===== src/rtl/vec_pkg.sv =====
// vec_pkg: shared widths and types for the vector execute stage
package vec_pkg;
   localparam int VEC_W = 256;
   localparam int LANE_W = 8;
   localparam int NUM_LANES = 32;
   typedef enum logic [2:0] {ADD, SUB, AND, OR, XOR, SHL, MUL, PASS} alu_op_t;
   typedef enum logic [1:0] {IDLE, RUN, DONE} exec_state_t;
   typedef struct packed {
      logic n;
      logic z;
      logic c;
      logic v;
   } flags_t;
endpackage


===== src/rtl/vec_exec_stage_if.sv =====
// vec_exec_stage_if: E-stage inputs and M-stage outputs of the vector execute stage
interface vec_exec_stage_if;
   import vec_pkg::*;
   logic             valid_e;
   logic [VEC_W-1:0] rdo1;
   logic [VEC_W-1:0] rdo2;
   logic [VEC_W-1:0] exto;
   logic [2:0]       ao3;
   logic             ALUSrcE;
   logic [2:0]       ALUControlE;
   logic             RegWriteE;
   logic             MemtoRegE;
   logic             MemWriteE;
   logic             stall_e;
   logic             valid_m;
   logic [VEC_W-1:0] ALUResultM;
   logic [VEC_W-1:0] WriteDataM;
   logic [2:0]       WA3M;
   logic             RegWriteM;
   logic             MemtoRegM;
   logic             MemWriteM;
   logic [3:0]       FlagsM;
   modport slave (
      input  valid_e, rdo1, rdo2, exto, ao3, ALUSrcE, ALUControlE, RegWriteE, MemtoRegE, MemWriteE,
      output stall_e, valid_m, ALUResultM, WriteDataM, WA3M, RegWriteM, MemtoRegM, MemWriteM, FlagsM
   );
   modport master (
      output valid_e, rdo1, rdo2, exto, ao3, ALUSrcE, ALUControlE, RegWriteE, MemtoRegE, MemWriteE,
      input  stall_e, valid_m, ALUResultM, WriteDataM, WA3M, RegWriteM, MemtoRegM, MemWriteM, FlagsM
   );
endinterface


===== src/rtl/vec_lane_alu.sv =====
// vec_lane_alu: one 8-bit lane with carry/no-borrow and signed overflow
module vec_lane_alu
   import vec_pkg::*;
(
   input  logic [LANE_W-1:0] a_i,
   input  logic [LANE_W-1:0] b_i,
   input  alu_op_t           op_i,
   output logic [LANE_W-1:0] res_o,
   output logic              c_o,
   output logic              v_o
);
   logic [LANE_W:0] sum;
   logic [LANE_W:0] dif;
   always_comb begin
      sum = {1'b0, a_i} + {1'b0, b_i};
      dif = {1'b0, a_i} - {1'b0, b_i};
      res_o = op_i == ADD ? sum[LANE_W-1:0] :
              op_i == SUB ? dif[LANE_W-1:0] :
              op_i == AND ? a_i & b_i :
              op_i == OR  ? a_i | b_i :
              op_i == XOR ? a_i ^ b_i :
              op_i == SHL ? a_i << b_i[2:0] :
              op_i == MUL ? a_i * b_i : b_i;
      c_o = op_i == ADD ? sum[LANE_W] : op_i == SUB ? ~dif[LANE_W] : 1'b0;
      v_o = op_i == ADD ? (a_i[LANE_W-1] == b_i[LANE_W-1]) & (sum[LANE_W-1] != a_i[LANE_W-1]) :
            op_i == SUB ? (a_i[LANE_W-1] != b_i[LANE_W-1]) & (dif[LANE_W-1] != a_i[LANE_W-1]) : 1'b0;
   end
endmodule


===== src/rtl/vec_exec_stage.sv =====
// vec_exec_stage: multi-cycle 32x8-bit vector ALU between D/E and E/M registers
module vec_exec_stage
   import vec_pkg::*;
#(
   parameter int LANES_PER_CYCLE = 8
) (
   input logic              clk,
   input logic              reset,
   vec_exec_stage_if.slave  bus
);
   localparam int NUM_CHUNKS = NUM_LANES / LANES_PER_CYCLE;
   localparam int CW = NUM_CHUNKS > 1 ? $clog2(NUM_CHUNKS) : 1;
   localparam int CHUNK_W = LANES_PER_CYCLE * LANE_W;
   localparam logic [CW-1:0] LAST = CW'(NUM_CHUNKS - 1);

   exec_state_t          state_q, state_d;
   logic [CW-1:0]        chunk_q, chunk_d;
   logic [VEC_W-1:0]     a_q, b_q, wd_q, res_q, res_d, alu_res_q, wd_m_q;
   logic [2:0]           wa_q, wa_m_q;
   alu_op_t              op_q;
   logic                 rw_q, m2r_q, mw_q, m2r_m_q, c_acc_q, v_acc_q;
   flags_t               flags_q, flags_d;
   logic                 accept, last, run, stall;
   logic [CHUNK_W-1:0]   ca, cb, cr;
   logic [LANES_PER_CYCLE-1:0] lc, lv;

   assign ca = a_q[int'(chunk_q) * CHUNK_W +: CHUNK_W];
   assign cb = b_q[int'(chunk_q) * CHUNK_W +: CHUNK_W];

   for (genvar g = 0; g < LANES_PER_CYCLE; g++) begin : g_lane
      vec_lane_alu u_alu (
         .a_i   (ca[g*LANE_W +: LANE_W]),
         .b_i   (cb[g*LANE_W +: LANE_W]),
         .op_i  (op_q),
         .res_o (cr[g*LANE_W +: LANE_W]),
         .c_o   (lc[g]),
         .v_o   (lv[g])
      );
   end

   // accept is possible from IDLE and DONE; reset masks it and the stall
   always_comb begin
      run = state_q == RUN;
      last = run && chunk_q == LAST;
      accept = !reset && bus.valid_e && !run;
      state_d = accept ? RUN : last ? DONE : run ? RUN : IDLE;
      chunk_d = (run && !last) ? chunk_q + 1'b1 : '0;
      stall = accept || (!reset && run && !last);
   end

   always_comb begin
      res_d = res_q;
      res_d[int'(chunk_q) * CHUNK_W +: CHUNK_W] = cr;
      flags_d.c = c_acc_q | (|lc);
      flags_d.v = v_acc_q | (|lv);
      flags_d.z = res_d == '0;
      flags_d.n = 1'b0;
      for (int i = 0; i < NUM_LANES; i++) flags_d.n = flags_d.n | res_d[i*LANE_W + LANE_W-1];
   end

   always_ff @(posedge clk) begin
      if (reset) begin
         state_q   <= IDLE;
         chunk_q   <= '0;
         a_q       <= '0;
         b_q       <= '0;
         wd_q      <= '0;
         wa_q      <= '0;
         op_q      <= ADD;
         rw_q      <= 1'b0;
         m2r_q     <= 1'b0;
         mw_q      <= 1'b0;
         c_acc_q   <= 1'b0;
         v_acc_q   <= 1'b0;
         res_q     <= '0;
         alu_res_q <= '0;
         wd_m_q    <= '0;
         wa_m_q    <= '0;
         m2r_m_q   <= 1'b0;
         flags_q   <= '0;
      end else begin
         state_q <= state_d;
         chunk_q <= chunk_d;
         if (accept) begin
            a_q     <= bus.rdo1;
            b_q     <= bus.ALUSrcE ? bus.exto : bus.rdo2;
            wd_q    <= bus.rdo2;
            wa_q    <= bus.ao3;
            op_q    <= alu_op_t'(bus.ALUControlE);
            rw_q    <= bus.RegWriteE;
            m2r_q   <= bus.MemtoRegE;
            mw_q    <= bus.MemWriteE;
            c_acc_q <= 1'b0;
            v_acc_q <= 1'b0;
         end
         if (run) begin
            res_q   <= res_d;
            c_acc_q <= flags_d.c;
            v_acc_q <= flags_d.v;
         end
         if (last) begin
            alu_res_q <= res_d;
            wd_m_q    <= wd_q;
            wa_m_q    <= wa_q;
            m2r_m_q   <= m2r_q;
            flags_q   <= flags_d;
         end
      end
   end

   assign bus.stall_e    = stall;
   assign bus.valid_m    = state_q == DONE;
   assign bus.ALUResultM = alu_res_q;
   assign bus.WriteDataM = wd_m_q;
   assign bus.WA3M       = wa_m_q;
   assign bus.MemtoRegM  = m2r_m_q;
   assign bus.FlagsM     = flags_q;
   assign bus.RegWriteM  = (state_q == DONE) & rw_q;
   assign bus.MemWriteM  = (state_q == DONE) & mw_q;
endmodule


===== src/flat_wrapper.sv =====
// flat-port wrapper written by rule: the top's interface ports become plain ports
module vec_exec_stage_flat import vec_pkg::*;
#(
   parameter int LANES_PER_CYCLE = 8
)
  (clk, reset, bus_valid_e, bus_rdo1, bus_rdo2, bus_exto, bus_ao3, bus_ALUSrcE, bus_ALUControlE, bus_RegWriteE, bus_MemtoRegE, bus_MemWriteE, bus_stall_e, bus_valid_m, bus_ALUResultM, bus_WriteDataM, bus_WA3M, bus_RegWriteM, bus_MemtoRegM, bus_MemWriteM, bus_FlagsM);
  vec_exec_stage_if bus_i ();
  input logic clk;
  input logic reset;
  input wire logic [$bits(bus_i.valid_e)-1:0] bus_valid_e;
  input wire logic [$bits(bus_i.rdo1)-1:0] bus_rdo1;
  input wire logic [$bits(bus_i.rdo2)-1:0] bus_rdo2;
  input wire logic [$bits(bus_i.exto)-1:0] bus_exto;
  input wire logic [$bits(bus_i.ao3)-1:0] bus_ao3;
  input wire logic [$bits(bus_i.ALUSrcE)-1:0] bus_ALUSrcE;
  input wire logic [$bits(bus_i.ALUControlE)-1:0] bus_ALUControlE;
  input wire logic [$bits(bus_i.RegWriteE)-1:0] bus_RegWriteE;
  input wire logic [$bits(bus_i.MemtoRegE)-1:0] bus_MemtoRegE;
  input wire logic [$bits(bus_i.MemWriteE)-1:0] bus_MemWriteE;
  output wire logic [$bits(bus_i.stall_e)-1:0] bus_stall_e;
  output wire logic [$bits(bus_i.valid_m)-1:0] bus_valid_m;
  output wire logic [$bits(bus_i.ALUResultM)-1:0] bus_ALUResultM;
  output wire logic [$bits(bus_i.WriteDataM)-1:0] bus_WriteDataM;
  output wire logic [$bits(bus_i.WA3M)-1:0] bus_WA3M;
  output wire logic [$bits(bus_i.RegWriteM)-1:0] bus_RegWriteM;
  output wire logic [$bits(bus_i.MemtoRegM)-1:0] bus_MemtoRegM;
  output wire logic [$bits(bus_i.MemWriteM)-1:0] bus_MemWriteM;
  output wire logic [$bits(bus_i.FlagsM)-1:0] bus_FlagsM;
  assign bus_i.valid_e = bus_valid_e;
  assign bus_i.rdo1 = bus_rdo1;
  assign bus_i.rdo2 = bus_rdo2;
  assign bus_i.exto = bus_exto;
  assign bus_i.ao3 = bus_ao3;
  assign bus_i.ALUSrcE = bus_ALUSrcE;
  assign bus_i.ALUControlE = bus_ALUControlE;
  assign bus_i.RegWriteE = bus_RegWriteE;
  assign bus_i.MemtoRegE = bus_MemtoRegE;
  assign bus_i.MemWriteE = bus_MemWriteE;
  assign bus_stall_e = bus_i.stall_e;
  assign bus_valid_m = bus_i.valid_m;
  assign bus_ALUResultM = bus_i.ALUResultM;
  assign bus_WriteDataM = bus_i.WriteDataM;
  assign bus_WA3M = bus_i.WA3M;
  assign bus_RegWriteM = bus_i.RegWriteM;
  assign bus_MemtoRegM = bus_i.MemtoRegM;
  assign bus_MemWriteM = bus_i.MemWriteM;
  assign bus_FlagsM = bus_i.FlagsM;
  vec_exec_stage #(.LANES_PER_CYCLE(LANES_PER_CYCLE)) u_core (.clk(clk), .reset(reset), .bus(bus_i));
endmodule

===== config.mk =====
export PLATFORM = sky130hd
export DESIGN_NAME = vec_exec_stage_flat
export DESIGN_NICKNAME = d
export VERILOG_FILES = /design/src/rtl/vec_pkg.sv /design/src/rtl/vec_exec_stage_if.sv /design/src/rtl/vec_lane_alu.sv /design/src/rtl/vec_exec_stage.sv /design/src/flat_wrapper.sv
export SDC_FILE = /design/constraint.sdc
export NUM_CORES = 2
export LEC_CHECK = 0
export BUFFER_PORTS_ARGS = -buffer_cell sky130_fd_sc_hd__buf_2
export CAP_MARGIN = 20
export CORE_AREA = 3 3 510 512
export CTS_BUF_LIST = sky130_fd_sc_hd__clkbuf_4 sky130_fd_sc_hd__clkbuf_8 sky130_fd_sc_hd__clkbuf_16
export DETAILED_ROUTE_END_ITERATION = 10
export DIE_AREA = 0 0 513 515
export GPL_TIMING_DRIVEN = 0
export HOLD_SLACK_MARGIN = 0.08
export PLACE_DENSITY_LB_ADDON = 0.2
export SYNTH_ARGS = -nofsm -noshare
export SYNTH_HDL_FRONTEND = slang
export SYNTH_SLANG_ARGS = --single-unit

===== constraint.sdc =====
create_clock -name clk -period 16.14 [get_ports clk]
set_input_delay 3.228 -clock clk [delete_from_list [all_inputs] [get_ports clk]]
set_output_delay 3.228 -clock clk [all_outputs]
set_load 0.01 [all_outputs]

==> results.toml <==
[power_and_ir_drop]
power_mw = 11.38
power_leakage_nw = 39.76
ir_worst_vdd_mv = 0.1123
powerDensity_mw_per_mm2 = 114.6

[global_routing]
antenna_found_initial = 169
first_global_vias = 82050
overflow = 0
grt_pass1_wl_um = 697100
grt_max_degree = 17
track_usage_pct = 38.13

[floorplanning]
std_cell_rows = 186
core_mm2 = 0.2562
die_area_mm2 = 0.2642
initial_core_util_pct = 31.19
die_w_um = 513
dieHeight_um = 515
ios = 1305

[synth]
syn_avg_cell_area_um2 = 8.325
synth_cell_types = 96
yosys.area.top_type = "dfxtp_1"
synth_flop_cell = "dfxtp_1"
synth_area_leaders = "dfxtp_1 39%, nand2_1 8.9%, ha_1 5.2%, a211oi_1 5.1%, nor2_1 4.6%"
synth_edf_count = 0
async_flop_share_pct = 0
netlist_area_mm2 = 0.07991
synth_top_area_share_pct = 39.06
synth-compound-area-share_pct = 20.35
synthMostInstantiatedCell = "nand2_1"
synth_cells = 9599
yosys_register_bits = 1559
synth_xor_xnor_area_share_pct = 2.345
netlist_top_cells_count = "1890 x nand2_1, 1559 x dfxtp_1, 988 x nor2_1"
syn_nets = 10830
ys_warn_count = 0
synthSimpleGateAreaFrac_pct = 16.19
yosysSeqAreaShare_pct = 39.06
muxShareOfSynthArea_pct = 8.414
synth_top_family_by_area = "compound AO/OA/AOI/OAI gates"
synthAdderAreaFrac_pct = 8.020

[critical_path]
r2r_slack_ns = 5.22
cp.arrival_ns = 11.75
slowest_delay_ns = 0.71
end_kind = "flop"
crit_path_top_delay_cell = "or4_1"
crit_top_cell = "buf_2"
r2r-start = "u_core.chunk_q[1]$_SDFF_PP0_"
crit_required_ns = 16.97
r2r_cells = 28
startpoint_type = "flop"
reg2reg_to = "u_core.bus.FlagsM[2]$_SDFFE_PP0P_"
critPathKind = "reg2reg"
crit_cells = 28
path_delay_family = "buffers and inverters"
cp.buffers_inverters = 9
critical_path.max_fanout = 10

[timing]
fin_setup_tns_ns = 0
setup_viol = 0
tightest_slew_ns = 1.312
rsz0062_at_grt = "false"
max_freq_mhz = 91.57
fin_worst_skew_ns = 0.08877
max-slew-margin-rel_pct = 12.55
layout_min_cycle_time_ns = 10.92
fin_crit_sh_pct = 67.66
slew_viol_final = 0
hold_viol_final = 0

[finish]
multiInputGateArea_mm2 = 0.04457
nets = 12430
area_delta_synth_final_pct = 24.27
fillers = 26750
drive_gt1_share_pct = 18.08
seq_area_mm2 = 0.03121

[worst_hold_path]
worst_hold_path_type = "reg2reg"
hold_path.startpoint = "u_core.wd_q[213]$_SDFFE_PP0P_"
min_to = "u_core.bus.WriteDataM[213]$_SDFFE_PP0P_"
worst_hold_path.num_cells = 2

[run]
maxCapViolations = 0

[routing]
firstDrtPassIters = 8
vias = 85310
wl_um = 526300
ant_nets = 0
drt_iter0_drc = 10400
drc_errors = 0
via_per_inst = 5.757
wl_per_cell_um = 35.51

[cts]
post_cts_buffers = 0
ctsResizeCount = 0
clkTransAtPathRegs_ns = 0.06
cts_buffers = 175
clock_latency_ns = 0.89
cts-htree-levels = 4
cts_tree = "yes"
cts_root_buffer = "clkbuf_16"
clockBufferDepth = 3
cts_hold_buf = 0
cts_num_sinks = 1559

[place]
dpl.hpwl_um = 434500
gp_congestion = 1.083
portBuffers = 1303

[run_status]
outcome = "complete, no violations"
per-stage QoR:
stage	utilization, %	instances	cell area (um2)	hold slack (ns)	setup WS (ns)
2_1_floorplan	-	9599	79910	0.4254	8.043
3_3_place_gp	35.38	14290	90670	0.4369	3.683
3_5_place_dp	36.24	14400	92850	0.4428	5.452
4_1_cts	38.62	14720	98950	0.4451	5.445
5_1_grt	38.71	14770	99180	0.4617	5.358
6_report	38.76	14820	99300	0.4451	5.219
report_power, final:
group          switching, mW  internal, mW
Combinational           2.08         0.863
Sequential             0.178          4.04
Clock                   1.81          2.41
Total                   4.07          7.32
layer usage:
metal	global-route usage (%)	vias to the layer above	share of wire [%]
met3	9.529	1484	9.2
met1	45.11	41800	38
met5	0	-	0.10
met4	29.03	86	9.1
met2	59.50	5185	44
li1	-	36760	-
worst min-delay path: cells and delay by family, from the launching register on:
kind / cells / cell delay, ns
AO/OA/AOI/OAI: 1 / 0.05
AND/OR/NAND/NOR: 1 / 0.05
flip-flops: 1 / 0.31
area by class of cell:
class | count | share of cell area, %
flip-flops and latches | 1559 | 31.43
clock inverters | 56 | 0.7560
repair buffers | 1429 | 8.519
well taps | 3384 | 4.264
plain buffers | 776 | 3.159
clock buffers | 263 | 5.389
multi-input cells | 6900 | 44.89
diodes | 88 | 0.2218
inverters | 364 | 1.376
worst max path at each step:
stage | from | to
finish | u_core.chunk_q[1]$_SDFF_PP0_ | u_core.bus.FlagsM[2]$_SDFFE_PP0P_
global route | u_core.chunk_q[1]$_SDFF_PP0_ | u_core.bus.FlagsM[2]$_SDFFE_PP0P_
CTS | u_core.chunk_q[1]$_SDFF_PP0_ | u_core.bus.FlagsM[2]$_SDFFE_PP0P_
detailed placement | u_core.chunk_q[1]$_SDFF_PP0_ | u_core.bus.FlagsM[2]$_SDFFE_PP0P_
global placement | reset | bus_stall_e
floorplan | reset | bus_stall_e
flip-flops by register name, indices dropped and copies added (netlist names), 4 cells and up:
signal                 count
u_core.wd_q              256
u_core.bus.WriteDataM    256
u_core.a_q               256
u_core.b_q               256
u_core.res_q             256
u_core.bus.ALUResultM    256
u_core.bus.FlagsM          4
cell usage in the layout, fill, tap and decap left out, types with 27 or more instances in the layout:
cell and count:
buf_1 65, nand3_1 39, xnor2_1 150, nor3_1 82, buf_8 61, clkbuf_1 640, a221oi_1 53, clkbuf_16 176
diode_2 88, clkbuf_8 47, a211oi_1 543, mux2_2 28, a22o_1 56, mux4_2 123, ha_1 333, a21o_1 49
inv_1 352, o21ai_0 682, xor2_1 46, fa_1 112, a21oi_1 555, mux2i_1 323, clkbuf_4 42, nor2_1 985
a22oi_1 252, buf_2 1351, o21bai_1 28, dfxtp_1 1559, nor2b_1 27, o22ai_1 46, nand2b_1 28, buf_6 29
nor4_1 55, nand2_1 1890
cells by family after synthesis:
family	after synthesis
xor+xnor	203
compound gates	2534
flops	1559
buf+inv	1140
simple gates	3228
fa+ha+maj	445
mux	490
Note: power is estimated with default switching activity, not from simulation.
